===== src/rtl/alu_cmd_sequencer.sv =====
// Collects A, B and op bytes from a byte stream, drives an external combinational ALU,
// and presents the registered result on a valid/ready handshake.
module alu_cmd_sequencer #(
    parameter int unsigned MAX_OP = 3
) (
    input  logic       clk,
    input  logic       rst_n,
    input  logic [7:0] in_data,
    input  logic       in_valid,
    output logic       in_ready,
    output logic [7:0] alu_a,
    output logic [7:0] alu_b,
    output logic [2:0] alu_sel,
    input  logic [7:0] alu_result,
    input  logic       alu_cout,
    output logic [7:0] out_result,
    output logic       out_cout,
    output logic       out_zero,
    output logic       out_valid,
    input  logic       out_ready,
    output logic       err_op,
    output logic [7:0] cmd_count
);

    typedef enum logic [2:0] {GET_A, GET_B, GET_OP, EXEC, HOLD} state_t;

    localparam logic [7:0] MaxOpByte = 8'(MAX_OP);

    state_t state_q;

    // Input side is open in every collecting state, independent of the result handshake.
    assign in_ready = (state_q == GET_A) || (state_q == GET_B) || (state_q == GET_OP);

    always_ff @(posedge clk or negedge rst_n) begin
        if (!rst_n) begin
            state_q    <= GET_A;
            alu_a      <= 8'd0;
            alu_b      <= 8'd0;
            alu_sel    <= 3'd0;
            out_result <= 8'd0;
            out_cout   <= 1'b0;
            out_zero   <= 1'b0;
            out_valid  <= 1'b0;
            err_op     <= 1'b0;
            cmd_count  <= 8'd0;
        end else begin
            err_op <= 1'b0;
            case (state_q)
                GET_A: begin
                    if (in_valid) begin
                        alu_a   <= in_data;
                        state_q <= GET_B;
                    end
                end
                GET_B: begin
                    if (in_valid) begin
                        alu_b   <= in_data;
                        state_q <= GET_OP;
                    end
                end
                GET_OP: begin
                    if (in_valid) begin
                        if (in_data <= MaxOpByte) begin
                            alu_sel <= in_data[2:0];
                            state_q <= EXEC;
                        end else begin
                            // Illegal op: drop the whole command, keep the previous select.
                            err_op  <= 1'b1;
                            state_q <= GET_A;
                        end
                    end
                end
                EXEC: begin
                    out_result <= alu_result;
                    out_cout   <= alu_cout;
                    out_zero   <= (alu_result == 8'd0);
                    out_valid  <= 1'b1;
                    state_q    <= HOLD;
                end
                HOLD: begin
                    if (out_ready) begin
                        out_valid <= 1'b0;
                        cmd_count <= cmd_count + 8'd1;
                        state_q   <= GET_A;
                    end
                end
                default: state_q <= GET_A;
            endcase
        end
    end

endmodule


===== config.mk =====
export PLATFORM = sky130hd
export DESIGN_NAME = alu_cmd_sequencer
export DESIGN_NICKNAME = d
export VERILOG_FILES = /design/src/rtl/alu_cmd_sequencer.sv
export SDC_FILE = /design/constraint.sdc
export NUM_CORES = 1
export LEC_CHECK = 0
export BUFFER_PORTS_ARGS = -buffer_cell sky130_fd_sc_hd__buf_2
export CAP_MARGIN = 0
export CORE_AREA = 10 10 70 78
export CTS_BUF_LIST = sky130_fd_sc_hd__clkbuf_16
export DETAILED_ROUTE_END_ITERATION = 8
export DIE_AREA = 0 0 80 88
export GPL_ROUTABILITY_DRIVEN = 0
export PLACE_DENSITY = 0.72
export SETUP_SLACK_MARGIN = 0.4
export SLEW_MARGIN = 20
export SYNTH_ARGS = -nofsm -noshare
export SYNTH_HDL_FRONTEND = slang
export SYNTH_SLANG_ARGS = --single-unit

===== constraint.sdc =====
create_clock -name clk -period 2.6 [get_ports clk]
set_clock_uncertainty 0.15 [all_clocks]
set_input_delay 0.13 -clock clk [delete_from_list [all_inputs] [get_ports clk]]
set_output_delay 0.13 -clock clk [all_outputs]
set_load 0.03 [all_outputs]

# Yosys cells after proc, flatten, opt, wreduce, memory -nomap -nowiden

Index checks and enable logic that the tools add are counted.

Equal/unequal tests: 8
Add/subtract/negate cells: 1
Multiplexer cells: 11
Order comparisons: 1
Reduce and logical (&&, ||, !) cells: 11

Operator list:

| operator                                                                          | number |
|---|---|
| 3-bit case mux with 5 select lines                                                | 1 |
| 3-bit two-way mux                                                                 | 4 |
| 8-bit by 1-bit adder with 8-bit output (second input constant)                    | 1 |
| 8-bit by 2-bit less-or-equal comparator with 1-bit output (second input constant) | 1 |
| 8-bit logical NOT                                                                 | 1 |
| 2-bit != test (second input constant)                                             | 4 |
| 2-bit AND reduction                                                               | 4 |
| 3-bit by 2-bit equality test with 1-bit output (second input constant)            | 2 |
| 1-bit two-way mux                                                                 | 4 |
| 4-bit AND reduction                                                               | 1 |
| 3-bit by 1-bit equality test with 1-bit output (second input constant)            | 1 |
| 3-bit equality test (second input constant)                                       | 1 |
| 3-bit logical NOT                                                                 | 1 |
| 3-bit AND reduction                                                               | 1 |
| 1-bit logical OR                                                                  | 2 |
| 2-bit two-way mux                                                                 | 1 |
| 1-bit case mux with 2 select lines                                                | 1 |
| 2-bit nonzero test                                                                | 1 |

Bits in registers: 42
Output and inout port bits: 40
Input port bits: 21
Logic and storage cells: 42

# Depth between registers and ports, before layout

Depth after elaboration: 4
Mapped depth: 5
Gate-level depth less buffers: 4

# Worst setup path before layout

OpenSTA, ideal clock, no wires.

Path kind: reg-to-reg
From: register state_q[2]
To: register alu_a[0]
Path buffers: 1
Slack: 0.772 ns
Period minus slack after synthesis: 1.828 ns
Arrival time: 1.554 ns
Required time: 2.325 ns
Cell stages (with the launch flop): 4
Path through: dfrtp_1 -> clkbuf_1 -> nor4b_2 -> mux2_2

Word-level cells in the longest chain between the ends: 2

Ends and longest elaborated chain:

| what                                 | RTL line | text |
|---|---|---|
| start: declaration                   | 29       | `state_t state_q;` |
| start signal: assignment             | 36       | `state_q <= GET_A;` |
| start signal: assignment             | 52       | `state_q <= GET_B;` |
| start signal: assignment             | 58       | `state_q <= GET_OP;` |
| 3-bit logical NOT                    | 48       | `case (state_q)` |
| 2-bit AND reduction (no source line) | -        |  |
| end signal: assignment               | 51       | `alu_a <= in_data;` |
| end: declaration                     | 11       | `output logic [7:0] alu_a,` |

No other way between the ends.
A chain may end at the register's enable or synchronous reset.

# Final worst setup path

From: input port in_data[3]
To: register alu_sel[1]

Word-level cells in the longest chain between the ends: 2

Ends and longest elaborated chain:

| what                                                      | RTL line | text |
|---|---|---|
| start: declaration                                        | 8        | `input logic [7:0] in_data,` |
| 8-bit by 2-bit less-or-equal comparator with 1-bit output | 63       | `if (in_data <= MaxOpByte) begin` |
| 3-bit AND reduction (no source line)                      | -        |  |
| end signal: assignment                                    | 64       | `alu_sel <= in_data[2:0];` |
| end: declaration                                          | 13       | `output logic [2:0] alu_sel,` |

No other way between the ends.

==> flow_summary.toml <==
[status]
status = "completed"

[min_path]
hold_path_depth = 2
holdCritStartpoint = "in_data[4]"
endpoint_of_the_worst_hold_timing_path = "alu_b[4]$_DFFE_PN0P_"
hold_class = "input port to flop"

[synthesis]
portion_of_netlist_area_occupied_by_mux_cells_pct = 18.1
postSynthRegisterBits = 42
synthesized_area_fraction_occupied_by_ao_oa_aoi_and_oai_cells_pct = 2.77
synth_xor_xnor_area_share_pct = 3.57
yosys.cell_types.count = 24
yosysSeqAreaShare_pct = 61.2
post_synthesis_mean_instance_area_sq_um = 13.8
synth-adder-area-share_pct = 0.729
netlist_instances = 124
syn-cell-area_sq_um = 1720
main_combinational_cell_family_by_area_after_synthesis = "multiplexers"
synth-simple-area-share_pct = 12.2
synthesis.nets = 146
ys.warnings.count = 0

[timing]
setup_tns_ps = 0
fmax_ghz = 0.469
final-setup-viol-count = 0
report.final.hold_viol_count = 0
fin_crit_sh_pct = 82.0
timing_max_transition_violations_final = 0
finalWorstPathRequiredPeriod_ps = 2130
tightest_slew_ps = 910
grt_setup_unrepaired = "no"
timing.slew.headroom_pct = 39.3
postLayoutSetupSlackWorst_ps = 469

[clock_network]
worstSkewPairLatency_ps = 280
post_cts_buffers = 0
clockBufferDepth = 2
tritoncts_num_sinks = 42
cts_resized = 0
cts_tree = "built"
h_tree_level_count = 2
cts_inserted_buffers = 5
clock_root_buffer_master = "sky130_fd_sc_hd__clkbuf_16"
path_clk_slew_ps = 50

[cells_and_area]
area_growth_syn_to_layout_pct = 40.2
n_antenna_cell = 0
finalNetCount = 226
post-route-cell-area_sq_um = 2410
post_route_cells_drive_above_1_share_pct = 49.3
layoutNonFillerInstCount = 257
final_util_pct = 61.7

[setup_path]
worst_path_max_delay_cell = "sky130_fd_sc_hd__or4_4"
path_cells = "dlygate4sd3_1 -> buf_2 -> or4_4 -> or4_4 -> mux2_4"
crit_required_ps = 2610
worst-r2r-setup-slack_ps = 740
timing.critical_path.mode_cell = "sky130_fd_sc_hd__or4_4"
worst-path-max-fanout = 4
crit_path_end_kind = "flop"
criticalPathCategory = "input port to flop"
crit-reg2reg-capture = "alu_sel[1]$_DFFE_PN0P_"
critPathLaunchType = "input port"
worst_reg_to_reg_path_cell_count = 3
arrival_ps = 2140
regToRegStartpoint = "state_q[0]$_DFFE_PN0P_"
timing.critical_path.slowest_cell_delay_ps = 560

[global_route]
grt_start_max_net_pins = 43
antenna_violations_before_repair = 0
number_of_global_route_vias_before_repair = 1457
global_route.usage.met3_pct = 5.53
globalRoute.busiestLayer = "met2"
grt_usage_pct = 12.3
gr-total-overflow = 0
gr-usage-met1_pct = 13.1
global_route_wire_length_before_repair_mm = 6.83
grt_util_met2_pct = 20.6

[drt]
count_of_routing_violations_after_the_opening_detailed_route_iteration = 37
drt-vias-per-instance = 5.05
detailedRoute.firstPassIterationCount = 4
route.final.wire_length_mm = 4.07
drc = 0
drt-wirelength-per-cell_um = 15.8
antenna_violating_nets_post_route = 0
detailroute.via_count = 1299

[placement]
dp.final_hpwl_mm = 2.92
dp_cells = 232
numPortBuffers = 60
postPlaceCellArea_sq_um = 2070
worst_setup_slack_before_clock_tree_synthesis_ps = 674

[floorplan]
vert_die_dim_um = 88
fp-row-count = 24
initial_core_utilization_pct = 44.0
dieArea_sq_um = 7040
floorplan.io_pins = 61
chipWidth_um = 80
placeableCoreArea_sq_um = 3900

[pwr]
static_leakage_power_nw = 1.18
ir_drop_worst_case_vdd_mv = 0.657
p_per_area_nw_per_um2 = 1280

[run]
max_cap_viol_count = 0
## repair_timing
action,4_1_cts,5_1_grt
hold buffers,17,0
setup endpoints to repair,0,2
endpoints found under the hold margin,67,0
## cell type report
type,instances,area [sq um]
clock inverters,3,37.5
repair buffers,79,485
well taps,52,65.1
fillers,321,1500
multi-input cells,76,643
clock buffers,5,125
flip-flops and latches,42,1050
## where the power goes
| group | leakage, nW | internal, W | switching [W] |
|---|---|---|---|
| combinational | 0.571 | 0.000501 | 0.000817 |
| sequential | 0.520 | 0.000917 | 0.000182 |
| clock | 0.0864 | 0.000445 | 0.000227 |
| total | 1.18 | 0.00186 | 0.00123 |
## cells by family (layout without fill, tap and decap cells)
family                   after synthesis  count (layout)
adder cells (fa/ha/maj)                1               1
AND/OR/NAND/NOR                       34              34
XOR/XNOR                               7               7
AO/OA/AOI/OAI                          7               7
multiplexers                          27              27
flip-flops                            42              42
buffers and inverters                  6              87
## registers in the layout (all words and copies together) (netlist names)
register    cells
out_result      8
err_op          1
out_valid       1
alu_sel         3
out_zero        1
alu_a           8
cmd_count       8
state_q         3
alu_b           8
out_cout        1
## worst max-delay path by stage
stage	from	to	depth (start not counted)
floorplan	state_q[2]$_DFFE_PN0P_	alu_a[0]$_DFFE_PN0P_	3
global placement	in_data[3]	alu_sel[1]$_DFFE_PN0P_	4
detailed placement	in_data[3]	alu_sel[1]$_DFFE_PN0P_	4
CTS	in_data[3]	alu_sel[1]$_DFFE_PN0P_	5
global route	in_data[3]	alu_sel[1]$_DFFE_PN0P_	5
finish	in_data[3]	alu_sel[1]$_DFFE_PN0P_	5
## routing by layer
metal | part of all wire [%] | wire, um
met1 | 40 | 1630
met2 | 50 | 2040
met3 | 9.0 | 367
met4 | 0.86 | 35
met5 | 0 | 0
## cell usage in the layout (no fill, tap or decap), drive strengths merged, types with 3 or more instances in the layout
master,n
clkbuf,5
xor2,4
mux2,27
nand2,11
xnor2,3
dfrtp,42
nor4,3
nor2,4
nor3,3
dlygate4sd3,17
buf,62
## cell usage after synthesis
library cell | number | area, sq um
sky130_fd_sc_hd__xnor2_1 | 3 | 26.3
sky130_fd_sc_hd__dfrtp_1 | 42 | 1050
sky130_fd_sc_hd__clkbuf_1 | 6 | 22.5
sky130_fd_sc_hd__ha_1 | 1 | 12.5
sky130_fd_sc_hd__nand4bb_1 | 2 | 22.5
sky130_fd_sc_hd__nor2_1 | 4 | 15.0
sky130_fd_sc_hd__and2_2 | 1 | 7.51
sky130_fd_sc_hd__o31ai_1 | 2 | 15.0
sky130_fd_sc_hd__nor4_1 | 3 | 18.8
sky130_fd_sc_hd__nor4b_1 | 1 | 8.76
sky130_fd_sc_hd__a31o_2 | 2 | 17.5
sky130_fd_sc_hd__nand2_1 | 11 | 41.3
sky130_fd_sc_hd__nor3_1 | 3 | 15.0
sky130_fd_sc_hd__or4_4 | 2 | 22.5
sky130_fd_sc_hd__a21oi_1 | 1 | 5.00
sky130_fd_sc_hd__nor4bb_1 | 2 | 20.0
sky130_fd_sc_hd__nand3b_1 | 1 | 7.51
sky130_fd_sc_hd__nand4_1 | 1 | 6.26
sky130_fd_sc_hd__nor4b_2 | 1 | 15.0
sky130_fd_sc_hd__mux2_2 | 25 | 282
sky130_fd_sc_hd__nand3_1 | 2 | 10.0
sky130_fd_sc_hd__o21ai_0 | 2 | 10.0
sky130_fd_sc_hd__mux2_4 | 2 | 30.0
sky130_fd_sc_hd__xor2_1 | 4 | 35.0
## critical path: cells and delay by family
family,cells,cell delay (ps)
buffers and inverters,2,670
multiplexers,1,320
AND/OR/NAND/NOR,2,1030
## metrics by stage
step           hold slack [ps]  total power, W
4_1_cts                   8.94         0.00313
3_5_place_dp               168         0.00243
2_1_floorplan             -316         0.00201
5_1_grt                   19.6         0.00328
6_report                  13.3         0.00309
3_3_place_gp               133         0.00239
(Power assumes the default switching activity.)
